<file path="src/rtl/varint_decode_fsm_if.sv">
// Handshake bundle between the show-ahead input byte FIFO, the varint decoder
// and the varint output FIFO read by the merge stage.
interface varint_decode_fsm_if #(
    parameter int DATA_W  = 64,
    parameter int INDEX_W = 10
);
    logic               in_fifo_empty;
    logic [7:0]         in_fifo_data;
    logic [INDEX_W-1:0] in_fifo_index;
    logic               in_fifo_pop;
    logic               vout_fifo_full;
    logic               vout_fifo_clr;
    logic               vout_fifo_push;
    logic [DATA_W-1:0]  vout_fifo_data;
    logic [INDEX_W-1:0] vout_fifo_index;

    modport master (
        input  in_fifo_empty, in_fifo_data, in_fifo_index, vout_fifo_full,
        output in_fifo_pop, vout_fifo_clr, vout_fifo_push, vout_fifo_data, vout_fifo_index
    );

    modport slave (
        output in_fifo_empty, in_fifo_data, in_fifo_index, vout_fifo_full,
        input  in_fifo_pop, vout_fifo_clr, vout_fifo_push, vout_fifo_data, vout_fifo_index
    );
endinterface

</file>
<file path="src/rtl/varint_decode_fsm.sv">
// Base-128 varint decoder: pops tagged bytes from a show-ahead FIFO, rebuilds
// each little-endian 7-bit-group varint and pushes (value, field index) downstream.
module varint_decode_fsm #(
    parameter int DATA_W    = 64,
    parameter int INDEX_W   = 10,
    parameter int MAX_BYTES = 10,
    parameter int CNT_W     = 16
) (
    input  logic                clk,
    input  logic                reset,
    varint_decode_fsm_if.master bus,
    output logic                overflow_err,
    output logic [CNT_W-1:0]    varint_count
);
    localparam int NB_W = $clog2(MAX_BYTES + 1);

    typedef enum logic [3:0] {
        ST_INIT    = 4'b0001,
        ST_WAIT    = 4'b0010,
        ST_PUSH    = 4'b0100,
        ST_DISCARD = 4'b1000
    } state_e;

    state_e             state_q, state_d;
    logic [DATA_W-1:0]  acc_q, acc_d;
    logic [INDEX_W-1:0] idx_q, idx_d;
    logic [NB_W-1:0]    nbytes_q, nbytes_d;
    logic               ovf_q, ovf_d;
    logic [CNT_W-1:0]   cnt_q, cnt_d;
    logic               pop_s, push_s, clr_s;

    // Places a 7-bit group at its slot; bits landing above DATA_W-1 fall off.
    function automatic logic [DATA_W-1:0] place_group(input logic [6:0] payload,
                                                      input logic [NB_W-1:0] slot);
        logic [DATA_W-1:0] wide;
        int unsigned       sh;
        wide = {{(DATA_W-7){1'b0}}, payload};
        sh   = 32'(slot) * 32'd7;
        return wide << sh;
    endfunction

    // Next-state, datapath update and handshake strobes.
    always_comb begin
        state_d  = state_q;
        acc_d    = acc_q;
        idx_d    = idx_q;
        nbytes_d = nbytes_q;
        ovf_d    = ovf_q;
        cnt_d    = cnt_q;
        pop_s    = 1'b0;
        push_s   = 1'b0;
        clr_s    = 1'b0;
        case (state_q)
            ST_INIT: begin
                clr_s    = 1'b1;
                acc_d    = {DATA_W{1'b0}};
                nbytes_d = {NB_W{1'b0}};
                state_d  = ST_WAIT;
            end
            ST_WAIT: begin
                if (!bus.in_fifo_empty) begin
                    pop_s    = 1'b1;
                    acc_d    = acc_q | place_group(bus.in_fifo_data[6:0], nbytes_q);
                    nbytes_d = nbytes_q + NB_W'(1);
                    if (nbytes_q == {NB_W{1'b0}}) begin
                        idx_d = bus.in_fifo_index;
                    end else begin
                        idx_d = idx_q;
                    end
                    if (!bus.in_fifo_data[7]) begin
                        state_d = ST_PUSH;
                    end else if (nbytes_q == NB_W'(MAX_BYTES - 1)) begin
                        // Too long to be a legal varint: flag it and skip to its end.
                        ovf_d    = 1'b1;
                        acc_d    = {DATA_W{1'b0}};
                        nbytes_d = {NB_W{1'b0}};
                        state_d  = ST_DISCARD;
                    end else begin
                        state_d = ST_WAIT;
                    end
                end else begin
                    state_d = ST_WAIT;
                end
            end
            ST_PUSH: begin
                if (!bus.vout_fifo_full) begin
                    push_s   = 1'b1;
                    cnt_d    = cnt_q + CNT_W'(1);
                    acc_d    = {DATA_W{1'b0}};
                    nbytes_d = {NB_W{1'b0}};
                    state_d  = ST_WAIT;
                end else begin
                    state_d = ST_PUSH;
                end
            end
            ST_DISCARD: begin
                if (!bus.in_fifo_empty) begin
                    pop_s = 1'b1;
                    if (!bus.in_fifo_data[7]) begin
                        state_d = ST_WAIT;
                    end else begin
                        state_d = ST_DISCARD;
                    end
                end else begin
                    state_d = ST_DISCARD;
                end
            end
            default: begin
                state_d = ST_INIT;
            end
        endcase
    end

    // State and datapath registers with synchronous reset.
    always_ff @(posedge clk) begin
        if (reset) begin
            state_q  <= ST_INIT;
            acc_q    <= {DATA_W{1'b0}};
            idx_q    <= {INDEX_W{1'b0}};
            nbytes_q <= {NB_W{1'b0}};
            ovf_q    <= 1'b0;
            cnt_q    <= {CNT_W{1'b0}};
        end else begin
            state_q  <= state_d;
            acc_q    <= acc_d;
            idx_q    <= idx_d;
            nbytes_q <= nbytes_d;
            ovf_q    <= ovf_d;
            cnt_q    <= cnt_d;
        end
    end

    // Strobes must react to empty/full in the same cycle; reset masks them.
    assign bus.in_fifo_pop     = pop_s & ~reset;
    assign bus.vout_fifo_push  = push_s & ~reset;
    assign bus.vout_fifo_clr   = clr_s & ~reset;
    assign bus.vout_fifo_data  = acc_q;
    assign bus.vout_fifo_index = idx_q;
    assign overflow_err        = ovf_q;
    assign varint_count        = cnt_q;
endmodule

</file>
<file path="src/flat_wrapper.sv">
// flat-port wrapper written by rule: the top's interface ports become plain ports
module varint_decode_fsm_flat 
#(
    parameter int DATA_W    = 64,
    parameter int INDEX_W   = 10,
    parameter int MAX_BYTES = 10,
    parameter int CNT_W     = 16
)
  (clk, reset, overflow_err, varint_count, bus_in_fifo_empty, bus_in_fifo_data, bus_in_fifo_index, bus_vout_fifo_full, bus_in_fifo_pop, bus_vout_fifo_clr, bus_vout_fifo_push, bus_vout_fifo_data, bus_vout_fifo_index);
  varint_decode_fsm_if #(.DATA_W(DATA_W), .INDEX_W(INDEX_W)) bus_i ();
  input  logic clk;
  input  logic reset;
  output logic overflow_err;
  output logic [CNT_W-1:0] varint_count;
  input wire logic [$bits(bus_i.in_fifo_empty)-1:0] bus_in_fifo_empty;
  input wire logic [$bits(bus_i.in_fifo_data)-1:0] bus_in_fifo_data;
  input wire logic [$bits(bus_i.in_fifo_index)-1:0] bus_in_fifo_index;
  input wire logic [$bits(bus_i.vout_fifo_full)-1:0] bus_vout_fifo_full;
  output wire logic [$bits(bus_i.in_fifo_pop)-1:0] bus_in_fifo_pop;
  output wire logic [$bits(bus_i.vout_fifo_clr)-1:0] bus_vout_fifo_clr;
  output wire logic [$bits(bus_i.vout_fifo_push)-1:0] bus_vout_fifo_push;
  output wire logic [$bits(bus_i.vout_fifo_data)-1:0] bus_vout_fifo_data;
  output wire logic [$bits(bus_i.vout_fifo_index)-1:0] bus_vout_fifo_index;
  assign bus_i.in_fifo_empty = bus_in_fifo_empty;
  assign bus_i.in_fifo_data = bus_in_fifo_data;
  assign bus_i.in_fifo_index = bus_in_fifo_index;
  assign bus_i.vout_fifo_full = bus_vout_fifo_full;
  assign bus_in_fifo_pop = bus_i.in_fifo_pop;
  assign bus_vout_fifo_clr = bus_i.vout_fifo_clr;
  assign bus_vout_fifo_push = bus_i.vout_fifo_push;
  assign bus_vout_fifo_data = bus_i.vout_fifo_data;
  assign bus_vout_fifo_index = bus_i.vout_fifo_index;
  varint_decode_fsm #(.DATA_W(DATA_W), .INDEX_W(INDEX_W), .MAX_BYTES(MAX_BYTES), .CNT_W(CNT_W)) u_core (.clk(clk), .reset(reset), .bus(bus_i), .overflow_err(overflow_err), .varint_count(varint_count));
endmodule
</file>
<file path="config.mk">
export PLATFORM = sky130hd
export DESIGN_NAME = varint_decode_fsm_flat
export DESIGN_NICKNAME = d
export VERILOG_FILES = /design/src/rtl/varint_decode_fsm_if.sv /design/src/rtl/varint_decode_fsm.sv /design/src/flat_wrapper.sv
export SDC_FILE = /design/constraint.sdc
export NUM_CORES = 1
export LEC_CHECK = 0
export ABC_AREA = 1
export BUFFER_PORTS_ARGS = -buffer_cell sky130_fd_sc_hd__buf_2
export CAP_MARGIN = 30
export CORE_MARGIN = 2
export CORE_UTILIZATION = 50
export CTS_BUF_LIST = sky130_fd_sc_hd__clkbuf_4
export DETAILED_ROUTE_END_ITERATION = 12
export GPL_ROUTABILITY_DRIVEN = 0
export PLACE_DENSITY = 0.87
export RECOVER_POWER = 25
export SLEW_MARGIN = 5
export SYNTH_ARGS = -nofsm -noshare
export SYNTH_HDL_FRONTEND = slang
export SYNTH_SLANG_ARGS = --single-unit
export TNS_END_PERCENT = 5
</file>
<file path="constraint.sdc">
create_clock -name clk -period 1.9 [get_ports clk]
set_clock_uncertainty 0.05 [all_clocks]
set_input_delay 0.285 -clock clk [delete_from_list [all_inputs] [get_ports clk]]
set_output_delay 0.285 -clock clk [all_outputs]
set_load 0.01 [all_outputs]
</file>
==> metrics.csv, run 1 <==
metric,value,unit
CTS Buffer Depth,2,
Final Setup Violations,0,
hold-critical path depth,3,
share of post-route cells with drive strength above 1,0.1905,
CP startpoint kind,flip-flop,
flop2flop setup slack,170,ps
vias in the first global route,4146,
Worst EP arrival,1540,ps
Chip Width,102.7,µm
detailed-router iteration count before antenna repair,6,
largest net degree at the start of global routing,48,
TritonCTS clock tree,yes,
CTS buffer count,9,
Max Fclk,534.6,MHz
RSZ-0062 raised after global routing,true,
Synth cell types,27,
H-tree depth,3,
Worst Hold Launch,bus_in_fifo_index[4],
critical path peak fanout,4,
Lkg Pwr,2.851,nW
Period minus WS final,1871,ps
Hold Fails Final Rpt,0,
DR vias/cell,4.765,
Initial Util,0.5074,
Worst Tran Pin Value,417.4,ps
Root Buffer Master,clkbuf_4,
outcome,"complete, no violations",
Post-DP HPWL,8484,µm
wire per inst,11.34,µm
GR Util All Layers,0.2191,
"FF+latch count, synth",99,
Pins Over Slew Limit,0,
Nets,903,
maximum vdd drop,0.3286,mV
CP required,1560,ps
yosys warns,0,
clk sinks,99,
RR Startpoint,u_core.nbytes_q[0],
placed cell count,998,
"Seq/Total Area, Yosys",0.4071,
Avg Synthesized Cell Area,6.356,µm²
height of the die,102.7,µm
Final Instance Count excl. Fillers,1015,
hold endpoint,u_core.bus.vout_fifo_index[4],
row cnt,36,
Remaining DRCs,0,
FF-to-FF path depth,9,
die area,0.01054,mm²
worst skew pair latency,450,ps
PwrDens,670.1,mW/mm²
type of the worst setup path,reg2out,
clk slew on worst S/H paths,140,ps
mapped cell area,0.004868,mm²
layout overhead on the synthesized area,19.40,%
Max-Cap Viols,0,
core footprint,0.009594,mm²
vias after detailed routing,4836,
Port-buffer cells,115,
first-pass GRT wire length,18320,µm
final WL,11510,µm
Critical Path Sink Type,output pin,
IO Pins,116,
r2r endpoint,u_core.bus.vout_fifo_data[37],
total grt overflow,0,
Final Cycle Share,0.9845,
Worst Hold Class,in2reg,
Synth Instances,766,
diodes inserted,0,
hold slack,59.80,ps
Mapped Nets,792,
DRT iter0 DRCs,265,
max_slew headroom,0.7207,
antenna violations before repair,0,
Detail Route Antenna Nets,0,
==> logic make-up (layout without fill, tap and decap cells) <==
group           count (synthesis)  count (layout)  share of synthesized area
compound gates                 48              48                    0.05371
xor+xnor                        2               2                   0.003599
fa+ha+maj                       4               4                    0.01028
buf+inv                       212             328                     0.1781
flops                          99              99                     0.4071
simple gates                  401             401                     0.3472
==> worst max-delay path: stages (launching register included) <==
cell	delay, ps
dfxtp_4	390
nor2_4	140
nand3_4	110
a211oi_2	280
buf_2	170
==> routing by layer <==
metal  routed length (µm)  vias up  track usage
li1                     -     2514            -
met1                 5132     2115       0.2819
met2                 5302      177       0.3585
met3                  793       30      0.05288
met4                  280        0      0.08000
met5                    0        -            0
==> through the flow <==
stage	total power, mW	setup TNS (ps)	cell area (µm²)	setup WS (ps)	util
finish	3.895	0	5813	29.40	0.6059
floorplan	2.585	0	4868	83.94	-
global placement	2.709	0	5588	237.9	0.5824
CTS	3.910	0	5764	7.111	0.6008
global route	4.085	-65.89	5813	-53.32	0.6059
detailed placement	2.717	0	5588	146.6	0.5824
==> cells in the mapped netlist, drive strengths merged <==
| library cell | number | area [µm²] |
|---|---|---|
| o21a | 2 | 15.01 |
| clkbuf | 14 | 52.55 |
| dfxtp | 99 | 1982 |
| nor3b | 1 | 7.510 |
| xor2 | 2 | 17.52 |
| and3 | 1 | 6.260 |
| clkinv | 1 | 3.750 |
| inv | 176 | 660.6 |
| buf | 21 | 150.1 |
| nand4 | 8 | 50.05 |
| nand3 | 96 | 485.5 |
| nor3 | 17 | 85.08 |
| a211oi | 1 | 7.510 |
| ha | 4 | 50.05 |
| o21ai | 18 | 101.4 |
| nor2 | 153 | 584.3 |
| o21bai | 1 | 7.510 |
| nand2 | 125 | 471.7 |
| a21oi | 26 | 130.1 |
==> cell type report <==
class / count / area, µm²
Multi-Input combinational cell: 455 / 2067
Timing Repair Buffer: 135 / 767.0
Tap cell: 133 / 166.4
Sequential cell: 99 / 1993
Clock inverter: 6 / 80.08
Clock buffer: 10 / 75.07
Inverter: 177 / 664.4
Fill cell: 909 / 3781
==> state kept, by name, summed over array words and instances, names as in the netlist <==
signal / cells
u_core.nbytes_q: 4
u_core.varint_count: 16
u_core.bus.vout_fifo_data: 64
u_core.bus.vout_fifo_index: 10
u_core.state_q: 4
u_core.overflow_err: 1
==> worst max-delay path by stage <==
| stage | startpoint | to | slack [ps] | cells past startpoint |
|---|---|---|---|---|
| 6_report | u_core.state_q[3] | bus_in_fifo_pop | 30 | 4 |
| 5_1_grt | u_core.state_q[3] | bus_in_fifo_pop | -50 | 4 |
| 4_1_cts | u_core.state_q[1] | bus_in_fifo_pop | 7 | 4 |
| 3_5_place_dp | u_core.nbytes_q[0] | u_core.bus.vout_fifo_data[52] | 150 | 9 |
| 3_3_place_gp | u_core.nbytes_q[0] | u_core.bus.vout_fifo_data[31] | 240 | 9 |
| 2_1_floorplan | u_core.nbytes_q[1] | u_core.bus.vout_fifo_data[0] | 80 | 11 |
==> cells in the final DEF, fill, tap and decap left out <==
cell type / count
nand2_2: 1
o21a_1: 2
nand3_2: 3
xor2_1: 2
nand3_1: 92
clkbuf_4: 10
o21ai_4: 1
nand3_4: 1
ha_1: 4
clkinvlp_4: 1
buf_6: 1
inv_2: 3
nor3_1: 17
buf_4: 16
clkinv_2: 1
nand2_1: 124
o21bai_1: 1
clkinv_1: 3
dfxtp_1: 94
nor3b_1: 1
dfxtp_4: 2
buf_12: 3
o21ai_0: 17
nor2_4: 4
buf_2: 115
bufinv_16: 2
nand4_1: 8
nor2_1: 149
inv_1: 173
a211oi_2: 1
dfxtp_2: 3
and3_1: 1
a21oi_1: 26
==> power breakdown <==
group	internal, mW	leakage, nW	switching, mW
combinational	0.174	1.97	0.383
clock	0.538	0.0815	0.659
sequential	2.11	0.801	0.0270
total	2.83	2.85	1.07
==> repair_timing <==
item                       CTS  global route
gates resized for setup      6            14
hold buffers                 0             0
setup buffers                0             1
hold endpoints to repair     0             0
pin swaps                    2             3
setup endpoints to repair    2            66
Note: power is estimated with default switching activity, not from simulation.
==> run 2: changes to the inputs <==
--- a/config.mk
+++ b/config.mk
@@ -13,7 +13,7 @@
 export CTS_BUF_LIST = sky130_fd_sc_hd__clkbuf_4
 export DETAILED_ROUTE_END_ITERATION = 12
 export GPL_ROUTABILITY_DRIVEN = 0
-export PLACE_DENSITY = 0.87
+export PLACE_DENSITY = 0.85
 export RECOVER_POWER = 25
 export SLEW_MARGIN = 5
 export SYNTH_ARGS = -nofsm -noshare
==> metrics.csv, run 2 (same netlist as run 1, synthesis figures left out) <==
metric,value,unit,change
Max Fclk,526.4,MHz,-1.5%
diodes inserted,0,,unchanged
core footprint,0.009594,mm²,unchanged
hold slack,67.45,ps,+7.651 ps
Final Cell Area,0.005758,mm²,-0.95%
"commonest cells after routing, fill and taps aside","inv_1 (174), nor2_1 (149), nand2_1 (124)",,
placed cell count,997,,-0.10%
Post-DP HPWL,8234,µm,-3.0%
max FFs per register,64,,unchanged
final setup margin,0.1951,ps,-29.20 ps
TritonCTS clock tree,yes,,
antenna violations before repair,0,,unchanged
FF-to-FF path depth,9,,unchanged
final WL,11530,µm,+0.19%
Worst Hold Class,in2reg,,
share of post-route cells with drive strength above 1,0.1773,,-0.01320
RSZ-0062 raised after global routing,true,,
Final Setup Violations,0,,unchanged
IO Pins,116,,unchanged
Port-buffer cells,115,,unchanged
Nets,901,,-0.22%
Remaining DRCs,0,,unchanged
Hold Fails Final Rpt,0,,unchanged
CTS buffer count,9,,unchanged
DR vias/cell,4.695,,-1.5%
Place WS,158.4,ps,+11.76 ps
"Core Util, Final",0.6002,,-0.005739
Worst EP arrival,1560,ps,+20 ps
CP max-delay cell,dfxtp_4,,
GR Util All Layers,0.2169,,-0.002173
largest net degree at the start of global routing,70,,+46%
vias in the first global route,4118,,-0.68%
Worst path max stage delay,400,ps,about the same
critical path peak fanout,5,,+1
CP startpoint kind,flip-flop,,
Worst Tran Pin Value,557.1,ps,+139.6 ps
layout overhead on the synthesized area,18.27,%,
detailed-router iteration count before antenna repair,6,,unchanged
Lkg Pwr,2.772,nW,-2.8%
critical-path cell list,nor2_4 > nand3_2 > a211oi_4 > buf_2,,
Initial Util,0.5074,,unchanged
vias after detailed routing,4756,,-1.7%
Final Instance Count excl. Fillers,1013,,-0.20%
row cnt,36,,unchanged
DP Area,0.005568,mm²,-0.36%
"commonest non-fill, non-tap cell in the layout",inv_1,,
PwrDens,657.5,mW/mm²,-1.9%
clk slew on worst S/H paths,140,ps,about the same
H-tree depth,3,,unchanged
clk sinks,99,,unchanged
die area,0.01054,mm²,unchanged
DRT iter0 DRCs,188,,-29%
wire per inst,11.38,µm,+0.39%
total grt overflow,0,,unchanged
CTS Buffer Depth,2,,unchanged
outcome,"complete, no violations",,
maximum vdd drop,0.3841,mV,+17%
first-pass GRT wire length,18200,µm,-0.64%
Root Buffer Master,clkbuf_4,,
Detail Route Antenna Nets,0,,unchanged
Pins Over Slew Limit,0,,unchanged
Final Power,3.786,mW,-2.8%
height of the die,102.7,µm,unchanged
hold-critical path depth,3,,unchanged
type of the worst setup path,reg2out,,
fillers,945,,+4.0%
Chip Width,102.7,µm,unchanged
Final Cycle Share,0.9999,,+0.01537
Period minus WS final,1900,ps,+29.20 ps
worst skew pair latency,450,ps,about the same
CP required,1560,ps,about the same
Critical Path Sink Type,output pin,,
max_slew headroom,0.6282,,-0.09248
Max-Cap Viols,0,,unchanged
setup TNS,0,ps,unchanged
-- run 2: cell count changes in the layout (fill, tap and decap cells not counted), sizes merged --
cell / previous run / this run
buf: 135 / 123
bufinv: 2 / 1
clkbuf: 10 / 19
clkinv: 4 / 3
clkinvlp: 1 / 4
-- run 2: repair_timing --
| action | CTS | global route |
|---|---|---|
| setup buffers | 0 | 1 |
| setup endpoints to repair | 2 | 53 |
| hold buffers | 0 | 0 |
| pin swaps | 2 | 3 |
| resized for setup | 7 | 12 |
| endpoints found under the hold margin | 0 | 0 |
-- run 2: layout make-up --
cell class / count / area, µm² / area share
repair buffers: 133 / 723.2 / 0.1256
clock buffers: 9 / 67.56 / 0.01173
well taps: 133 / 166.4 / 0.02890
multi-input cells: 455 / 2074 / 0.3603
clock inverters: 7 / 68.82 / 0.01195
flip-flops and latches: 99 / 1993 / 0.3462
inverters: 177 / 664.4 / 0.1154
-- run 2: per-layer routing --
layer / vias up / global-route usage / part of all wire
met5: - / 0 / 0
met4: 0 / 0.09026 / 0.026
met3: 27 / 0.05153 / 0.080
met2: 166 / 0.3635 / 0.47
met1: 2049 / 0.2680 / 0.42
li1: 2514 / - / -
-- run 2: final timing paths --
path	from	end	slack [ps]
setup reg to reg	u_core.nbytes_q[0]	u_core.bus.vout_fifo_data[26]	180
hold reg to reg	u_core.bus.vout_fifo_index[6]	u_core.bus.vout_fifo_index[6]	400
hold / removal	bus_in_fifo_index[6]	u_core.bus.vout_fifo_index[6]	70
setup / recovery	u_core.state_q[1]	bus_in_fifo_pop	0.2
-- run 2: critical path: cells and delay by family (launching register included) --
kind / cells / cell delay [ps]
buffers and inverters: 1 / 170
flip-flops: 1 / 400
AND/OR/NAND/NOR: 2 / 280
AO/OA/AOI/OAI: 1 / 270
-- run 2: power by group --
| group | total (mW) | internal (mW) | switching [mW] |
|---|---|---|---|
| clock network | 1.10 | 0.394 | 0.707 |
| logic | 0.543 | 0.163 | 0.380 |
| registers | 2.14 | 2.11 | 0.0281 |
| total | 3.79 | 2.67 | 1.12 |
